File: config.mk
export PLATFORM = sky130hd
export DESIGN_NAME = spi_baud_scheduler
export DESIGN_NICKNAME = d
export VERILOG_FILES = /design/src/rtl/spi_baud_scheduler.sv
export SDC_FILE = /design/constraint.sdc
export NUM_CORES = 1
export LEC_CHECK = 0
export ABC_AREA = 1
export BUFFER_PORTS_ARGS = -buffer_cell sky130_fd_sc_hd__buf_4
export CAP_MARGIN = 20
export CORE_ASPECT_RATIO = 0.8
export CORE_MARGIN = 5
export CORE_UTILIZATION = 35
export DETAILED_ROUTE_END_ITERATION = 16
export SYNTH_ARGS = -nofsm -noshare
export SYNTH_HDL_FRONTEND = slang
export SYNTH_SLANG_ARGS = --single-unit
File: constraint.sdc
create_clock -name SOURCE_CLK -period 2.4 [get_ports SOURCE_CLK]
set_clock_uncertainty 0.1 [all_clocks]
set_input_delay 0.6 -clock SOURCE_CLK [delete_from_list [all_inputs] [get_ports SOURCE_CLK]]
set_output_delay 0.6 -clock SOURCE_CLK [all_outputs]
set_load 0.005 [all_outputs]
File: src/rtl/spi_baud_scheduler.sv
// Round-robin scheduler sharing one baud-rate divider between two SPI channels.
// Grants a channel, loads its divide value, and counts divider edges to frame a transfer.
module spi_baud_scheduler #(
  parameter int LEN_W = 5,
  parameter int NW    = 32
) (
  input  logic              SOURCE_CLK,
  input  logic              reset,
  input  logic [1:0]        req,
  input  logic [NW-1:0]     n0,
  input  logic [NW-1:0]     n1,
  input  logic [LEN_W-1:0]  len0,
  input  logic [LEN_W-1:0]  len1,
  input  logic              div_nout,
  output logic              div_enable,
  output logic              div_reset,
  output logic [NW-1:0]     div_n,
  output logic [1:0]        gnt,
  output logic [1:0]        done,
  output logic              aborted,
  output logic              busy,
  output logic              sclk_rise,
  output logic              sclk_fall,
  output logic [LEN_W:0]    bit_idx
);

  localparam int CNT_W = LEN_W + 2;

  localparam logic [1:0] IDLE = 2'd0;
  localparam logic [1:0] LOAD = 2'd1;
  localparam logic [1:0] RUN  = 2'd2;
  localparam logic [1:0] DONE = 2'd3;

  logic [1:0]       state;
  logic             win;
  logic             last;
  logic [LEN_W-1:0] len_q;
  logic [CNT_W-1:0] edge_cnt;
  logic [CNT_W-1:0] edge_next;
  logic             nout_q;
  logic             pick;
  logic             abort;
  logic             active;
  logic             edge_hit;

  // Two divider edges per bit; a zero length encodes the full 2^LEN_W-bit frame.
  function automatic logic [CNT_W-1:0] frame_edges(input logic [LEN_W-1:0] len);
    if (len == '0) frame_edges = CNT_W'(1) << (LEN_W + 1);
    else           frame_edges = {1'b0, len, 1'b0};
  endfunction

  always_comb begin
    pick       = (req == 2'b11) ? ~last : req[1];
    active     = (state == LOAD) || (state == RUN);
    abort      = active && !req[win];
    sclk_rise  = (state == RUN) && !abort && div_nout && !nout_q;
    sclk_fall  = (state == RUN) && !abort && !div_nout && nout_q;
    edge_next  = edge_cnt + CNT_W'(1);
    edge_hit   = (sclk_rise || sclk_fall) && (edge_next == frame_edges(len_q));
    // Reset also drives the divider's own clear so the gated-clock block comes up clean.
    div_enable = reset || (active && !abort);
    div_reset  = reset || (state == LOAD);
    done       = (state == DONE) ? gnt : 2'b00;
    aborted    = abort;
    busy       = (state != IDLE);
  end

  always_ff @(posedge SOURCE_CLK) begin
    if (reset) begin
      state    <= IDLE;
      gnt      <= 2'b00;
      win      <= 1'b0;
      last     <= 1'b1;
      div_n    <= '0;
      edge_cnt <= '0;
      bit_idx  <= '0;
      nout_q   <= 1'b0;
    end else begin
      case (state)
        IDLE: begin
          if (|req) begin
            win   <= pick;
            gnt   <= pick ? 2'b10 : 2'b01;
            div_n <= pick ? n1 : n0;
            state <= LOAD;
          end
        end
        LOAD: begin
          edge_cnt <= '0;
          bit_idx  <= '0;
          nout_q   <= 1'b0;
          last     <= win;
          if (abort) begin
            gnt   <= 2'b00;
            state <= IDLE;
          end else begin
            state <= RUN;
          end
        end
        RUN: begin
          if (abort) begin
            gnt   <= 2'b00;
            state <= IDLE;
          end else begin
            nout_q <= div_nout;
            if (sclk_rise || sclk_fall) edge_cnt <= edge_next;
            if (sclk_fall)              bit_idx  <= bit_idx + 1'b1;
            if (edge_hit)               state    <= DONE;
          end
        end
        default: begin
          gnt   <= 2'b00;
          state <= IDLE;
        end
      endcase
    end
  end

  always_ff @(posedge SOURCE_CLK) begin
    if (state == IDLE && |req) len_q <= pick ? len1 : len0;
  end

endmodule

After elaboration in Yosys (flattened, before gate mapping)
Cells that the tools add are included.
{ "classes": {"n_addsub": 2, "n_lt_le_gt_ge": 1, "eq_ne": 11, "muxes": 24, "bitwise": 1, "n_reduce_logical": 29} }
{ "op_table": {"columns": ["operator", "n"], "rows": [
  ["$mux 32", 1],
  ["$mux 7", 3],
  ["$mux 2", 8],
  ["$pmux 7 s2", 1],
  ["$mux 6", 2],
  ["$pmux 6 s2", 1],
  ["$logic_and 1x1->1", 9],
  ["$reduce_and 2->1", 4],
  ["$add 7x1->7 const B", 1],
  ["$eq 7x7->1", 1],
  ["$add 6x1->6 const B", 1],
  ["$eq 2x2->1 const B", 3],
  ["$ne 2x2->1 const B", 3],
  ["$pmux 2 s3", 1],
  ["$reduce_and 3->1", 2],
  ["$logic_not 5->1", 1],
  ["$mux 5", 1],
  ["$logic_not 1->1", 4],
  ["$logic_or 1x1->1", 4],
  ["$mux 1", 4],
  ["$ne 2x1->1 const B", 2],
  ["$pmux 2 s2", 1],
  ["$reduce_bool 2->1", 2],
  ["$reduce_or 2->1", 2],
  ["other kinds (6)", 6]
]} }
{ "totals": {"regBits": 57, "output_inout_bits": 48, "wordCells": 77} }

Logic depth before layout (Yosys ltp)
Gate-level depths: netlist (run 1).
{ "depth": {"word_depth": 13, "mapped_depth": 15, "depth_no_buf": 15} }

Worst setup path after synthesis (run 1)
Ideal clock, no wire load.
{ "synth_timing": {"path_type": "in2out", "start": "input reset", "end": "output div_reset", "arrival_time_ns": 1.192, "required_ns": 1.700, "path_slack_ns": 0.508, "stages": 4, "cell_sequence": "clkbuf_1 -> inv_1 -> buf_6 -> nand2_1"} }
{ "synth_via": {"elab_chain_len": 1} }
{ "synth_rtl": {"columns": ["element", "line", "source"], "rows": [
  ["start: declaration", "8", "input logic reset,"],
  ["$logic_or 1x1->1", "62", "div_reset = reset || (state == LOAD);"],
  ["end: declaration", "16", "output logic div_reset,"]
]} }
No other way between the ends.

Final worst setup path (run 1)
{ "layout_timing": {"start": "register state[0]", "end": "output sclk_fall"} }
{ "layout_via": {"elab_chain_len": 7, "word_cells_on_any_way": 8, "classes_between": "eq/ne: 2; reduce/logical: 6"} }
{ "layout_rtl": {"columns": ["element", "line", "source"], "rows": [
  ["start: declaration", "34", "logic [1:0] state;"],
  ["start signal: assignment", "70", "state <= IDLE;"],
  ["start signal: assignment", "85", "state <= LOAD;"],
  ["start signal: assignment", "95", "state <= IDLE;"],
  ["$eq 2x1->1 / $eq 2x2->1 (equally long branches)", "54, 57", null],
  ["$logic_or 1x1->1", "54", "active = (state == LOAD) || (state == RUN);"],
  ["$logic_and 1x1->1", "55", "abort = active && !req[win];"],
  ["$logic_not 1->1", "57", "sclk_fall = (state == RUN) && !abort && !div_nout && nout_q;"],
  ["$logic_and 1x1->1 (*) (3 in series)", "57", null],
  ["end: declaration", "23", "output logic sclk_fall,"]
]} }
Every way passes the cells marked *; elsewhere a longest branch is shown, timed or not.

==> run summary, run 1 <==
Status -> finished clean
Post-synthesis cell type count -> 31
Cells after Synth -> 402
Worst VDD drop -> 0.412 mV
Avg WL per Cell -> 13.2 um
Antenna diodes -> 0
Worst Setup End Kind -> output pin
Slew margin rel. -> 72.4%
Final net count -> 610
CTS Sinks -> 57
Overall Global Routing Usage -> 16.9%
Hold slack final -> 364 ps
Synth area leaders -> dfxtp_1, nand2_1, a21oi_1
Top-count cell post-synth -> nand2_1
Hold/Removal Path Class -> register to register
Leading area contributor after synthesis -> dfxtp_1
IO Count -> 127
Initial antenna violation count -> 0
HPWL after detailed placement -> 6230 um
Max Buffers Root-to-Sink -> 2
Leakage dissipation -> 1.93 nW
Pwr dens -> 987 nW/um^2
Worst-Margin Slew -> 415 ps
Root Buffer -> clkbuf_8
Register share of total power -> 34.5%
Share of layout cells above drive strength 1 -> 30.8%
DRT antenna net count -> 0
Synth warn -> 0
Yosys top cell area share -> 35.9%
CP startpoint kind -> register
Grt total ovfl -> 0
Area of the core -> 8020 um^2
Met1 Wirelength -> 3720 um
MaxCap Viol Count -> 0
Ys flop type -> dfxtp_1
Remaining DRCs -> 0
Asr flop ratio synth -> 0%
Final Cell Area -> 4160 um^2
Die area -> 10200 um^2
Synth cell count leaders -> nand2_1, dfxtp_1, a21oi_1
Hold Vio Cnt, Final -> 0
Routed length on met3 -> 534 um
Drt initial violations -> 122
Vias -> 2970
Clk slew on worst S/H paths -> 60 ps
Die span in y -> 91.5 um
CTS tree -> built
Hold_buf cts -> 0
RD Place Congestion -> 0.824
Total CTS buffers -> 9
Drt pass-1 iters -> 4
Final Slew Violations -> 0
First-pass GRT wire length -> 14100 um
Clock share of power -> 22.0%
Final setup vio count -> 0
Net Sw Power -> 1.55 mW
Combinational group share of total power -> 43.5%
Num rows -> 29
Setup Buffers After CTS -> 0
Worst Path Max Fanout -> 5
Top routing layer used -> met4
Starting density of the core -> 36.2%
Setup_tns -> 0 ps
Area Overhead vs Synth -> 43.3%
Minimum clock period -> 2250 ps
H-tree levels -> 3
EDFF count, synth -> 5
Worst skew pair latency -> 330 ps
Syn Area/Cell -> 7.22 um^2
Pint -> 2.55 mW
Crit Path Category -> register to output pin
Post-Syn Nets -> 488
PortBufs -> 126
Avg Vias per Cell -> 4.66
Register area share after synthesis -> 41.0%
Placed Instance Area -> 3950 um^2
DRT Wirelength -> 8440 um
Vias in the first global route -> 2859
DR WL met2 -> 4120 um
Post-synthesis cell area -> 2900 um^2
RSZ-0062 raised after global routing -> no
Pin count of the biggest net entering global routing -> 41
Critical Path AT -> 1550 ps
Achievable Freq -> 444 MHz
Post-cts sizing count -> 0
Share of the clock period used by the worst path -> 93.8%
WP data required -> 1700 ps
Switching part of the total power -> 37.8%
Seq cells post-synth -> 57
Die width -> 112 um
layout make-up:
class,count,area (um^2)
clock buffers,11,141
clock inverters,5,62.6
fillers,794,3860
inverters,36,135
multi-input cells,288,1490
flip-flops and latches,57,1190
well taps,108,135
repair buffers,132,1000
cells by family after synthesis:
logic type	count (synthesis)	synth area share, %
AOI/OAI and AO/OA	128	25.7
xor gates and xnor gates	1	0.302
adders and majority gates	7	3.02
buffers and inverters	57	7.80
DFF	57	41.0
and+or+nand+nor	152	22.1
sequential cells by signal, indices dropped and copies added, names as in the netlist:
name / count
last: 1
state: 2
win: 1
len_q: 5
nout_q: 1
bit_idx: 6
edge_cnt: 7
gnt: 2
div_n: 32
worst max-delay path, stage by stage (launching register included):
cell and delay (ps):
dfxtp_2 350, inv_1 80, ha_1 320, nand3_2 130, nand3_2 110, inv_1 120
buf_4 120
metal layers:
metal	global-route usage (%)	vias up
met5	0	-
met3	5.91	6
met1	21.2	1315
met4	3.34	0
met2	28.3	73
li1	-	1576
cell usage in the layout, fill, tap and decap left out:
cell type,instances
nand3_2,2
and3_1,1
clkbuf_1,1
xnor2_1,1
a21oi_4,1
buf_4,131
buf_12,1
clkbuf_8,10
nor3_1,2
nor3b_1,1
o21ai_0,36
a21oi_1,48
inv_6,1
nand2_1,106
nand3_1,16
nand4_1,1
dfxtp_2,2
o211ai_1,1
o31ai_1,1
o21ai_1,6
nor2_1,14
inv_1,35
a311oi_1,1
nand2_2,6
nor2_2,2
o21a_1,1
ha_1,6
edfxtp_1,5
ha_2,1
clkinv_1,1
bufinv_16,1
o21ai_2,1
clkinvlp_4,2
o21bai_1,32
nor2_4,1
dfxtp_1,50
clkinv_4,1
power groups by stage:
stage	registers [mW]	logic [mW]	clock network, mW
finish	1.42	1.79	0.902
global placement	1.42	1.77	0
CTS	1.41	1.80	0.929
floorplan	1.41	1.12	0
global route	1.45	2.03	0.982
detailed placement	1.43	1.79	0
final timing paths:
path | start | end | slack (ps) | cells after the start
min reg2reg | div_n[12]$_SDFFE_PP0P_ | div_n[12]$_SDFFE_PP0P_ | 360 | 2
max | state[0]$_SDFFE_PP0P_ | sclk_fall | 150 | 6
max reg2reg | state[0]$_SDFFE_PP0P_ | edge_cnt[0]$_SDFFE_PP0P_ | 420 | 10
min | div_n[12]$_SDFFE_PP0P_ | div_n[12]$_SDFFE_PP0P_ | 360 | 2
stage by stage:
| stage | power, mW | setup WS (ps) | utilization [%] | std cells |
|---|---|---|---|---|
| detailed placement | 3.22 | 295 | 49.3 | 621 |
| global route | 4.46 | 24.0 | 51.9 | 637 |
| CTS | 4.14 | 21.3 | 51.8 | 637 |
| global placement | 3.19 | 427 | 49.3 | 621 |
| floorplan | 2.52 | 508 | - | 402 |
| finish | 4.10 | 148 | 51.9 | 637 |
(Power assumes the default switching activity.)
==> inputs of run 2 (changes only) <==
BUFFER_PORTS_ARGS = -buffer_cell sky130_fd_sc_hd__clkbuf_2   (was -buffer_cell sky130_fd_sc_hd__buf_4)
==> run summary, run 2 (synthesis results as in run 1) <==
Grt total ovfl -> 0 (unchanged)
DRT Wirelength -> 8170 um (was 8440 um)
Most common cell after layout, fill and taps aside -> clkbuf_2 (was buf_4)
Total CTS buffers -> 9 (unchanged)
MaxCap Viol Count -> 0 (unchanged)
Share of layout cells above drive strength 1 -> 31.0% (was 30.8%)
Pin count of the biggest net entering global routing -> 41 (unchanged)
Hold slack final -> 363 ps (was 364 ps)
Die area -> 10200 um^2 (unchanged)
Most used cell, CP -> inv_1
Largest regs -> div_n (32), edge_cnt (7), bit_idx (6) (unchanged)
CP startpoint kind -> register (unchanged)
Setup_tns -> 0 ps (unchanged)
Hold Vio Cnt, Final -> 0 (unchanged)
Min-delay src -> div_n[29]$_SDFFE_PP0P_ (was div_n[12]$_SDFFE_PP0P_)
Minimum clock period -> 2250 ps (about the same)
CTS tree -> built (unchanged)
HPWL after detailed placement -> 6160 um (was 6230 um)
Most frequent cells in the layout -> clkbuf_2, nand2_1, dfxtp_1 (was buf_4, nand2_1, dfxtp_1)
PortBufs -> 126 (unchanged)
Achievable Freq -> 444 MHz (about the same)
Area Overhead vs Synth -> 34.4% (was 43.3%)
Cells along the critical path -> inv_1 -> ha_1 -> nand3_4 -> nand3_1 -> inv_1 -> clkbuf_2 (was inv_1 -> ha_1 -> nand3_2 -> nand3_2 -> inv_1 -> buf_4)
Worst-Margin Slew -> 421 ps (was 415 ps)
Worst Setup End Kind -> output pin (unchanged)
Final net count -> 610 (unchanged)
Vias -> 2961 (was 2970)
Delay-heaviest family, CP -> flip-flops (unchanged)
Critical Path AT -> 1550 ps (about the same)
DRT antenna net count -> 0 (unchanged)
Top routing layer used -> met4 (unchanged)
Status -> finished clean (unchanged)
Clk slew on worst S/H paths -> 70 ps (was 60 ps)
Met1 Wirelength -> 3680 um (was 3720 um)
Crit-path slowest cell -> dfxtp_2 (unchanged)
Critical path startpoint -> state[0]$_SDFFE_PP0P_ (unchanged)
Drt pass-1 iters -> 4 (unchanged)
Vias in the first global route -> 2838 (was 2859)
WP buf/inv -> 3 (unchanged)
Largest register FFs -> 32 (unchanged)
CP peak stage delay -> 360 ps (was 350 ps)
Hold/Removal Path Class -> register to register (unchanged)
Placed Instance Area -> 3630 um^2 (was 3950 um^2)
Worst Path Max Fanout -> 5 (unchanged)
Final setup vio count -> 0 (unchanged)
Antenna diodes -> 0 (unchanged)
Final Slew Violations -> 0 (unchanged)
H-tree levels -> 3 (unchanged)
Avg WL per Cell -> 12.8 um (was 13.2 um)
Worst skew pair latency -> 340 ps (was 330 ps)
R2r startpoint -> state[0]$_SDFFE_PP0P_ (unchanged)
First-pass GRT wire length -> 13700 um (was 14100 um)
DR WL met2 -> 3930 um (was 4120 um)
Pwr dens -> 1080 nW/um^2 (was 987 nW/um^2)
Remaining DRCs -> 0 (unchanged)
Leakage dissipation -> 1.88 nW (was 1.93 nW)
CTS Sinks -> 57 (unchanged)
Die span in y -> 91.5 um (unchanged)
RSZ-0062 raised after global routing -> no (unchanged)
Worst VDD drop -> 0.494 mV (was 0.412 mV)
Initial antenna violation count -> 0 (unchanged)
Share of the clock period used by the worst path -> 93.9% (was 93.8%)
Crit Path Category -> register to output pin (unchanged)
Avg Vias per Cell -> 4.65 (was 4.66)
Root Buffer -> clkbuf_8 (unchanged)
Slew margin rel. -> 71.8% (was 72.4%)
Top reg by flops -> div_n (unchanged)
Num rows -> 29 (unchanged)
Die width -> 112 um (unchanged)
Area of the core -> 8020 um^2 (unchanged)
IO Count -> 127 (unchanged)
Final Cell Area -> 3900 um^2 (was 4160 um^2)
WP data required -> 1700 ps (about the same)
RD Place Congestion -> 0.850 (was 0.824)
Drt initial violations -> 120 (was 122)
Max Buffers Root-to-Sink -> 2 (unchanged)
Starting density of the core -> 36.2% (unchanged)
Routed length on met3 -> 486 um (was 534 um)
Overall Global Routing Usage -> 16.5% (was 16.9%)
-- run 2: cell types whose count changed in the layout (fill, tap and decap cells not counted), moves of 2 or more --
cell	change
buf_4	-126
clkbuf_2	+126
bufinv_16	+2
clkinvlp_4	-2
-- run 2: worst paths after layout --
check | cells after the start | to | slack, ps
worst max register to register | 10 | edge_cnt[0]$_SDFFE_PP0P_ | 390
worst min-delay path | 2 | div_n[29]$_SDFFE_PP0P_ | 360
worst min register to register | 2 | div_n[29]$_SDFFE_PP0P_ | 360
worst max-delay path | 6 | sclk_rise | 150
-- run 2: cell type report --
class / count / area [um^2]
Clock buffer: 12 / 155
Clock inverter: 4 / 98.8
Fill cell: 856 / 4120
Inverter: 36 / 135
Multi-Input combinational cell: 288 / 1500
Sequential cell: 57 / 1190
Tap cell: 108 / 135
Timing Repair Buffer: 132 / 688
-- run 2: what timing repair did --
action                                  4_1_cts  5_1_grt
endpoints found under the setup margin        2        2
buffers inserted                              0        0
hold buffers                                  0        0
gates resized for setup                       1        4
-- run 2: report_power, final --
group	internal, mW	switching, mW
logic	0.687	0.975
clock network	0.749	0.386
registers	1.23	0.180
total	2.67	1.54
-- run 2: per-stage QoR --
step	setup WS (ps)	power, mW	utilization, %	std cells
2_1_floorplan	508	2.52	-	402
3_3_place_gp	418	3.06	45.3	621
3_5_place_dp	325	3.09	45.3	621
4_1_cts	19.5	4.25	48.5	637
5_1_grt	3.18	4.58	48.7	637
6_report	145	4.21	48.7	637
-- run 2: metal layers --
layer,global-route usage [%],up-vias
met1,19.5,1321
met5,0,-
met4,5.98,0
met2,27.3,62
li1,-,1574
met3,6.38,4
-- run 2: tightest hold or removal path, stage by stage, from the launching register on --
cell	delay, ps
dfxtp_1	310
nand2_1	60
a21oi_1	50
==> inputs of run 3 (changes only) <==
CTS_BUF_LIST = sky130_fd_sc_hd__clkbuf_4   (was unset)
==> run summary, run 3 (synthesis results as in run 1) <==
Grt total ovfl -> 0 (unchanged)
DRT antenna net count -> 0 (unchanged)
Pin count of the biggest net entering global routing -> 41 (unchanged)
MaxCap Viol Count -> 0 (unchanged)
CP startpoint kind -> register (unchanged)
Initial antenna violation count -> 0 (unchanged)
Hold_buf cts -> 0 (unchanged)
R2r startpoint -> edge_cnt[0]$_SDFFE_PP0P_ (was state[0]$_SDFFE_PP0P_)
Setup_tns -> 0 ps (unchanged)
Die span in y -> 91.5 um (unchanged)
Cells along the critical path -> inv_1 -> ha_4 -> nand3_4 -> nand3_2 -> inv_1 -> clkbuf_2 (was inv_1 -> ha_1 -> nand3_4 -> nand3_1 -> inv_1 -> clkbuf_2)
CTS Sinks -> 57 (unchanged)
Vias in the first global route -> 2845 (was 2838)
Vias -> 2977 (was 2961)
Total CTS buffers -> 9 (unchanged)
Final net count -> 612 (was 610)
Root Buffer -> clkbuf_4 (was clkbuf_8)
Area Overhead vs Synth -> 33.6% (was 34.4%)
RSZ-0062 raised after global routing -> no (unchanged)
Worst-Margin Slew -> 423 ps (was 421 ps)
WP data required -> 1700 ps (about the same)
Total Power -> 4.06 mW (was 4.21 mW)
Worst skew pair latency -> 410 ps (was 340 ps)
Final Slew Violations -> 0 (unchanged)
Status -> finished clean (unchanged)
Antenna diodes -> 0 (unchanged)
Hold Vio Cnt, Final -> 0 (unchanged)
Hold Path Cell Cnt -> 2 (unchanged)
R2R Setup Slk -> 440 ps (was 390 ps)
Share of layout cells above drive strength 1 -> 31.5% (was 31.0%)
Cell count of the worst reg-to-reg path -> 15 (was 10)
PortBufs -> 126 (unchanged)
Largest register FFs -> 32 (unchanged)
Die width -> 112 um (unchanged)
Drt pass-1 iters -> 4 (unchanged)
Crit-path slowest cell -> dfxtp_2 (unchanged)
Most used cell, CP -> inv_1 (unchanged)
Multi-input logic area -> 1530 um^2 (was 1500 um^2)
Avg WL per Cell -> 12.9 um (was 12.8 um)
Crit Path Category -> register to output pin (unchanged)
Critical Path AT -> 1550 ps (about the same)
Avg Vias per Cell -> 4.66 (was 4.65)
Die area -> 10200 um^2 (unchanged)
Pwr dens -> 1050 nW/um^2 (was 1080 nW/um^2)
Final setup vio count -> 0 (unchanged)
Largest regs -> div_n (32), edge_cnt (7), bit_idx (6) (unchanged)
Min-delay src -> div_n[29]$_SDFFE_PP0P_ (unchanged)
CTS tree -> built (unchanged)
Num rows -> 29 (unchanged)
Top reg by flops -> div_n (unchanged)
Clk slew on worst S/H paths -> 110 ps (was 70 ps)
Slew margin rel. -> 71.6% (was 71.8%)
Worst Path Max Fanout -> 5 (unchanged)
Worst VDD drop -> 0.512 mV (was 0.494 mV)
First-pass GRT wire length -> 13600 um (was 13700 um)
Achievable Freq -> 445 MHz (was 444 MHz)
Starting density of the core -> 36.2% (unchanged)
CP peak stage delay -> 390 ps (was 360 ps)
Critical path startpoint -> state[1]$_SDFFE_PP0P_ (was state[0]$_SDFFE_PP0P_)
Worst Setup End Kind -> output pin (unchanged)
Hold/Removal Path Class -> register to register (unchanged)
Area of the core -> 8020 um^2 (unchanged)
HPWL after detailed placement -> 6160 um (unchanged)
Register Area -> 1190 um^2 (unchanged)
Drt initial violations -> 138 (was 120)
Leakage dissipation -> 1.86 nW (was 1.88 nW)
Most common cell after layout, fill and taps aside -> clkbuf_2 (unchanged)
Minimum clock period -> 2250 ps (about the same)
Max Buffers Root-to-Sink -> 2 (unchanged)
Share of the clock period used by the worst path -> 93.7% (was 93.9%)
Most frequent cells in the layout -> clkbuf_2, nand2_1, dfxtp_1 (unchanged)
DRT Wirelength -> 8230 um (was 8170 um)
Hold EP -> div_n[29]$_SDFFE_PP0P_ (unchanged)
Number of fill cells -> 856 (unchanged)
H-tree levels -> 3 (unchanged)
RD Place Congestion -> 0.850 (unchanged)
Overall Global Routing Usage -> 16.4% (was 16.5%)
IO Count -> 127 (unchanged)
Worst R2R End -> state[0]$_SDFFE_PP0P_ (was edge_cnt[0]$_SDFFE_PP0P_)
Remaining DRCs -> 0 (unchanged)
run 3: metrics by stage:
step	hold slack [ps]	std cells	instance area [um^2]	setup WS [ps]	util, %
2_1_floorplan	346	402	2900	508	-
5_1_grt	340	639	3880	19.8	48.4
3_5_place_dp	354	621	3630	325	45.3
4_1_cts	328	638	3830	17.6	47.7
6_report	368	639	3880	151	48.4
3_3_place_gp	351	621	3630	418	45.3
run 3: how the worst max path moves through the flow:
stage / slack, ps / end / cells past startpoint
floorplan: 510 / div_reset / 4
global placement: 420 / edge_cnt[0]$_SDFFE_PP0P_ / 10
detailed placement: 320 / edge_cnt[0]$_SDFFE_PP0P_ / 10
CTS: 20 / sclk_fall / 6
global route: 20 / sclk_fall / 6
finish: 150 / sclk_rise / 6
run 3: per-layer routing:
layer / wire length [um] / track usage [%]
met3: 507 / 6.18
met2: 3980 / 27.2
met4: 101 / 5.67
met1: 3640 / 19.5
met5: 0 / 0
run 3: area by class of cell:
type / count / share of cell area [%]
Clock inverter: 6 / 2.74
Multi-Input combinational cell: 288 / 39.5
Clock buffer: 10 / 1.94
Inverter: 36 / 3.48
Tap cell: 108 / 3.48
Timing Repair Buffer: 134 / 18.1
Sequential cell: 57 / 30.8
run 3: report_power, final:
| part | switching, mW | total [mW] | internal (mW) |
|---|---|---|---|
| clock network | 0.369 | 0.904 | 0.535 |
| registers | 0.176 | 1.41 | 1.23 |
| logic | 1.01 | 1.75 | 0.738 |
| total | 1.56 | 4.06 | 2.50 |
run 3: repair_timing:
item | in CTS | in global routing
setup endpoints to repair | 2 | 2
buffers inserted | 1 | 1
cloned | 0 | 0
gates resized for setup | 3 | 6
run 3: critical path, delay by kind of cell (launching register included):
family,cells,cell delay [ps]
AND/OR/NAND/NOR,2,200
buffers and inverters,3,250
adder cells (fa/ha/maj),1,290
flip-flops,1,390
